### config.mk
export PLATFORM = sky130hd
export DESIGN_NAME = result_unloader
export DESIGN_NICKNAME = d
export VERILOG_FILES = /design/src/rtl/mm_pkg.sv /design/src/rtl/rc_counter.sv /design/src/rtl/result_unloader.sv
export SDC_FILE = /design/constraint.sdc
export NUM_CORES = 1
export LEC_CHECK = 0
export CAP_MARGIN = 20
export CORE_MARGIN = 2
export CORE_UTILIZATION = 35
export CTS_BUF_LIST = sky130_fd_sc_hd__clkbuf_4
export CTS_CLUSTER_SIZE = 30
export DETAILED_ROUTE_END_ITERATION = 8
export SLEW_MARGIN = 20
export SYNTH_ARGS = -nofsm -noshare
export SYNTH_HDL_FRONTEND = slang
export SYNTH_SLANG_ARGS = --single-unit
### constraint.sdc
create_clock -name clk -period 3.8 [get_ports clk]
set_input_delay 1.14 -clock clk [delete_from_list [all_inputs] [get_ports clk]]
set_output_delay 1.14 -clock clk [all_outputs]
set_load 0.01 [all_outputs]
### src/rtl/mm_pkg.sv
// Shared constants, FSM state type and element-index helper for the
// matrix-multiply datapath (loader, multiplier, unloader).
package mm_pkg;

    localparam int N      = 3;
    localparam int DATA_W = 4;
    localparam int ACC_W  = 10;
    localparam int IDX_W  = 2;

    typedef enum logic {
        ST_IDLE = 1'b0,
        ST_SEND = 1'b1
    } state_t;

    // Row-major flat index of element (r,c) in an n-wide matrix.
    function automatic int elem_idx(input int r, input int c, input int n);
        return r * n + c;
    endfunction

endpackage

### src/rtl/rc_counter.sv
// Row/column wrap counter: col advances on en, wraps into row; clr returns to (0,0).
// row_next/col_next expose the upcoming position so callers can prefetch data.
module rc_counter #(
    parameter int ROWS = 3,
    parameter int COLS = 3,
    parameter int W    = 2
) (
    input  logic         clk,
    input  logic         rst,
    input  logic         clr,
    input  logic         en,
    output logic [W-1:0] row,
    output logic [W-1:0] col,
    output logic [W-1:0] row_next,
    output logic [W-1:0] col_next,
    output logic         last
);

    logic [W-1:0] row_reg;
    logic [W-1:0] col_reg;

    always_comb begin
        row_next = row_reg;
        col_next = col_reg;
        if (clr) begin
            row_next = '0;
            col_next = '0;
        end else if (en) begin
            if (col_reg == W'(COLS - 1)) begin
                col_next = '0;
                row_next = (row_reg == W'(ROWS - 1)) ? '0 : row_reg + 1'b1;
            end else begin
                col_next = col_reg + 1'b1;
            end
        end
    end

    always_ff @(posedge clk or posedge rst) begin
        if (rst) begin
            row_reg <= '0;
            col_reg <= '0;
        end else begin
            row_reg <= row_next;
            col_reg <= col_next;
        end
    end

    assign row  = row_reg;
    assign col  = col_reg;
    assign last = (row_reg == W'(ROWS - 1)) && (col_reg == W'(COLS - 1));

endmodule

### src/rtl/result_unloader.sv
// Snapshots the N x N result matrix on res_load and streams it out row-major,
// one tagged element per valid/ready transfer.
module result_unloader #(
    parameter int N      = mm_pkg::N,
    parameter int DATA_W = mm_pkg::DATA_W,
    parameter int ACC_W  = mm_pkg::ACC_W,
    parameter int IDX_W  = mm_pkg::IDX_W
) (
    input  logic                 clk,
    input  logic                 rst,
    input  logic                 res_load,
    input  logic [N*N*ACC_W-1:0] res_flat,
    output logic [ACC_W-1:0]     out_data,
    output logic [IDX_W-1:0]     out_row,
    output logic [IDX_W-1:0]     out_col,
    output logic                 out_valid,
    input  logic                 out_ready,
    output logic                 out_last,
    output logic                 busy,
    output logic                 overrun,
    input  logic                 ovr_clr
);
    import mm_pkg::*;

    localparam int NN    = N * N;
    localparam int SEL_W = (NN > 1) ? $clog2(NN) : 1;

    if (ACC_W < 2 * DATA_W + $clog2(N)) begin : g_bad_acc_w
        $error("ACC_W too narrow for DATA_W products summed over N terms");
    end
    if (IDX_W < $clog2(N)) begin : g_bad_idx_w
        $error("IDX_W too narrow to index N rows/cols");
    end

    state_t             state_reg, state_next;
    logic [ACC_W-1:0]   snap_reg [NN];
    logic [ACC_W-1:0]   out_data_reg, out_data_next;
    logic               overrun_reg, overrun_next;

    logic [IDX_W-1:0]   row, col, row_next, col_next;
    logic               at_last;
    logic               xfer, final_xfer, capture, drop;
    logic [SEL_W-1:0]   next_sel;

    assign xfer       = (state_reg == ST_SEND) && out_ready;
    assign final_xfer = xfer && at_last;
    // A load is accepted when idle or exactly on the closing transfer; anything
    // else while sending would corrupt the stream, so it is dropped and flagged.
    assign capture    = res_load && ((state_reg == ST_IDLE) || final_xfer);
    assign drop       = res_load && (state_reg == ST_SEND) && !final_xfer;

    rc_counter #(
        .ROWS (N),
        .COLS (N),
        .W    (IDX_W)
    ) u_rc (
        .clk      (clk),
        .rst      (rst),
        .clr      (capture || final_xfer),
        .en       (xfer),
        .row      (row),
        .col      (col),
        .row_next (row_next),
        .col_next (col_next),
        .last     (at_last)
    );

    assign next_sel = SEL_W'(elem_idx(int'(row_next), int'(col_next), N));

    always_comb begin
        state_next    = state_reg;
        out_data_next = out_data_reg;
        overrun_next  = overrun_reg;

        case (state_reg)
            ST_IDLE: if (capture) state_next = ST_SEND;
            ST_SEND: if (final_xfer && !capture) state_next = ST_IDLE;
            default: state_next = ST_IDLE;
        endcase

        // Element (0,0) comes straight from the bus since the snapshot is
        // being written on the same edge.
        if (capture) begin
            out_data_next = res_flat[ACC_W-1:0];
        end else if (xfer && !at_last) begin
            out_data_next = snap_reg[next_sel];
        end

        if (drop) begin
            overrun_next = 1'b1;
        end else if (ovr_clr) begin
            overrun_next = 1'b0;
        end
    end

    always_ff @(posedge clk or posedge rst) begin
        if (rst) begin
            state_reg    <= ST_IDLE;
            out_data_reg <= '0;
            overrun_reg  <= 1'b0;
            for (int i = 0; i < NN; i++) begin
                snap_reg[i] <= '0;
            end
        end else begin
            state_reg    <= state_next;
            out_data_reg <= out_data_next;
            overrun_reg  <= overrun_next;
            if (capture) begin
                for (int i = 0; i < NN; i++) begin
                    snap_reg[i] <= res_flat[i*ACC_W +: ACC_W];
                end
            end
        end
    end

    assign out_valid = (state_reg == ST_SEND);
    assign busy      = (state_reg == ST_SEND);
    assign out_data  = out_data_reg;
    assign out_row   = row;
    assign out_col   = col;
    assign out_last  = at_last && out_valid;
    assign overrun   = overrun_reg;

endmodule

==> impl_metrics.toml, run 1 <==
[power_and_ir_drop]
pwr-share-comb = 0.548
p_int_w = 0.00363
p_leak_nw = 2.73
p_per_area_mw_per_mm2 = 831
p_sw_frac = 0.343
clkPwrFrac = 0.099
power_w = 0.00552
vdd_drop_max_mv = 0.326
seq_power_share = 0.353
power.switching_w = 0.00189

[sta]
fin_crit_ns = 3.72
finalSetupViolations = 0
timing.final.ws_setup_ns = 0.0772
fmax_mhz = 269
period_share = 0.980
worst_slew_pin_slew_ns = 0.832
finClkSkew_ns = 0.0212
slew_headroom = 0.445
drv_slew = 0
finalHoldViolCount = 0

[clock_network]
clk_pin_slew_ns = 0.15
numCtsBuffers = 9
clockBufferDepth = 2
clkSinkCount = 106
cts_root_buf = "clkbuf_4"
cts_tree = "yes"
htreeDepth = 3
clk_latency_ns = 0.47

[routing]
drc_errors = 0
ant_nets = 0
routedWlPerCell_um = 18.0
postRouteWirelength_um = 11600
first_pass_iters = 4
num_vias = 3334
drt_iter0_markers = 146
routed_via_density = 5.19

[synth]
ys_ff_latch = 106
yosysTopAreaCellShare = 0.533
synth_cell_types = 42
synth_edf_count = 0
yosys_warnings = 0
yosysMostFrequentCell = "dfrtp_1"
synthesis.area_mm2 = 0.00498
synth.largest_area_cell = "dfrtp_1"
seq_area_frac_synth = 0.533
synth_top_cells_by_area = "dfrtp_1 53%, mux2_2 21%, mux4_1 4.8%"
synth_top_flop_cell = "dfrtp_1"
async_flop_share = 1.00
netlist_instances = 334
synth_commonest_cells = "106 x dfrtp_1, 91 x mux2_2, 13 x o21ai_0"
avgSynthCellArea_um2 = 14.9
synth_fp_nets = 433

[die]
core_mm2 = 0.0139
die_area_mm2 = 0.0152
initial_core_util = 0.358
fp.dieH_um = 123
die_w_um = 123
io_pins = 113
fp-row-count = 43

[run_status]
status = "finished clean"

[hold_path]
hold_class = "register to register"
hold_path.startpoint = "snap_reg[37]"

[grt]
globalRouteTotalUtil = 0.162
grt_pass1_vias = 3446
grt.overflow.total = 0
antenna_found_initial = 1
grt_pass1_wl_um = 18300
grt_max_degree = 107

[job]
max_cap_viol_count = 0

[critical_path]
cp-end-kind = "register"
r2r-start = "u_rc.col[0]"
worstPathMaxFanout = 10
worstPathRequired_ns = 4.15
arrival_ns = 4.07
cp-start-kind = "input pin"
crit_type = "input pin to register"
critPathLaunch = "out_ready"

[cells_and_area]
drive_gt1_frac = 0.340
nNetsFinal = 558
largest_register_ffs = 90
area_growth_pct = 33.5

[placed_design]
dp_hpwl_um = 8300
place_ws_ns = -0.904
place.gp.congestion = 0.748
placement.io_buffers = 112
-- logic make-up (layout without fill, tap and decap cells) --
kind of cell,Yosys count,count (layout),share of synthesized area
compound gates,42,42,0.0634
buf+inv,37,164,0.0415
other cells,0,1,0
fa+ha+maj,4,4,0.0131
simple gates,34,35,0.0508
flops,106,106,0.533
mux,111,111,0.298
-- final timing paths --
kind	endpoint	cells after the start	slack (ns)
max in group asynchronous	snap_reg[54]	3	2.18
min in group asynchronous	snap_reg[36]	3	1.17
setup / recovery	out_data[8]	13	0.08
hold reg to reg	snap_reg[37]	1	0.52
hold / removal	snap_reg[37]	1	0.52
setup reg to reg	out_data[8]	11	0.44
-- stage by stage --
stage | util | setup TNS, ns | cell area (µm²) | cells | hold slack, ns
after global routing | 0.479 | -0.0100 | 6640 | 643 | 0.532
after CTS | 0.472 | 0 | 6550 | 641 | 0.522
after global placement | 0.460 | -8.45 | 6390 | 625 | 0.480
after detailed placement | 0.460 | -8.83 | 6390 | 625 | 0.487
after floorplan | - | -3.24 | 4990 | 334 | 0.472
final | 0.479 | 0 | 6640 | 643 | 0.516
-- layout by cell type, fill, tap and decap left out, types with 2 or more instances in the layout --
cell,instances
o221ai_1,3
a221o_1,9
clkinv_1,8
o221ai_2,6
nand4b_4,2
clkinvlp_4,2
mux4_2,9
buf_4,18
buf_6,3
clkdlybuf4s50_1,110
inv_1,6
a21oi_2,2
nor2b_1,2
clkbuf_4,10
o211ai_1,2
buf_12,3
nand4_1,9
a21boi_0,2
dfrtp_1,106
mux2i_1,2
and2_1,2
nand2_1,7
mux4_1,9
mux2_2,91
o21ai_0,12
-- layout make-up --
class,instances,area (µm²)
diodes,1,2.50
clock buffers,10,75.1
clock inverters,4,45.0
fillers,1246,7240
inverters,14,56.3
multi-input cells,192,2230
flip-flops and latches,106,2650
well taps,180,225
repair buffers,136,1350
-- power by group through the flow --
| stage | clock [W] | sequential (W) | combinational, W |
|---|---|---|---|
| 2_1_floorplan | 0 | 0.00191 | 0.00188 |
| 3_3_place_gp | 0 | 0.00196 | 0.00283 |
| 3_5_place_dp | 0 | 0.00198 | 0.00288 |
| 4_1_cts | 0.000576 | 0.00196 | 0.00294 |
| 5_1_grt | 0.000623 | 0.00203 | 0.00329 |
| 6_report | 0.000546 | 0.00195 | 0.00303 |
-- timing repair --
action	CTS	global route
hold buffers	0	0
resized for setup	8	14
setup buffers	3	0
cloned	0	1
endpoints found under the hold margin	0	0
pin swaps	4	2
setup endpoints to repair	10	10
-- worst max-delay path: stages --
cell	delay, ns
clkdlybuf4s15_1	0.19
and2_4	0.15
nand3b_1	0.11
or3b_1	0.41
a21oi_2	0.18
fa_1	0.48
ha_4	0.18
fa_2	0.57
nor4b_4	0.06
buf_6	0.15
nand4_1	0.07
o221ai_1	0.12
a221o_1	0.27
-- metal layers --
metal | global-route usage | vias to the layer above | wire length (µm)
met5 | 0 | - | 0
li1 | - | 1522 | -
met2 | 0.261 | 90 | 5760
met4 | 0.0526 | 0 | 160
met1 | 0.206 | 1713 | 4960
met3 | 0.0512 | 9 | 667
Power figures use the tool's default switching activity.
==> run 2: changes to the inputs <==
==> constraint.sdc (replaced) <==
create_clock -name clk -period 3.8 [get_ports clk]
set_input_delay 1.14 -clock clk [delete_from_list [all_inputs] [get_ports clk]]
set_output_delay 1.14 -clock clk [all_outputs]
set_load 0.005 [all_outputs]
==> results of run 2 <==
The final DEF is identical to that of run 1. Status: finished clean.
Main changes from that run: total power 0.00552 W -> 0.00549 W; worst IR drop on VDD 0.326 mV -> 0.325 mV
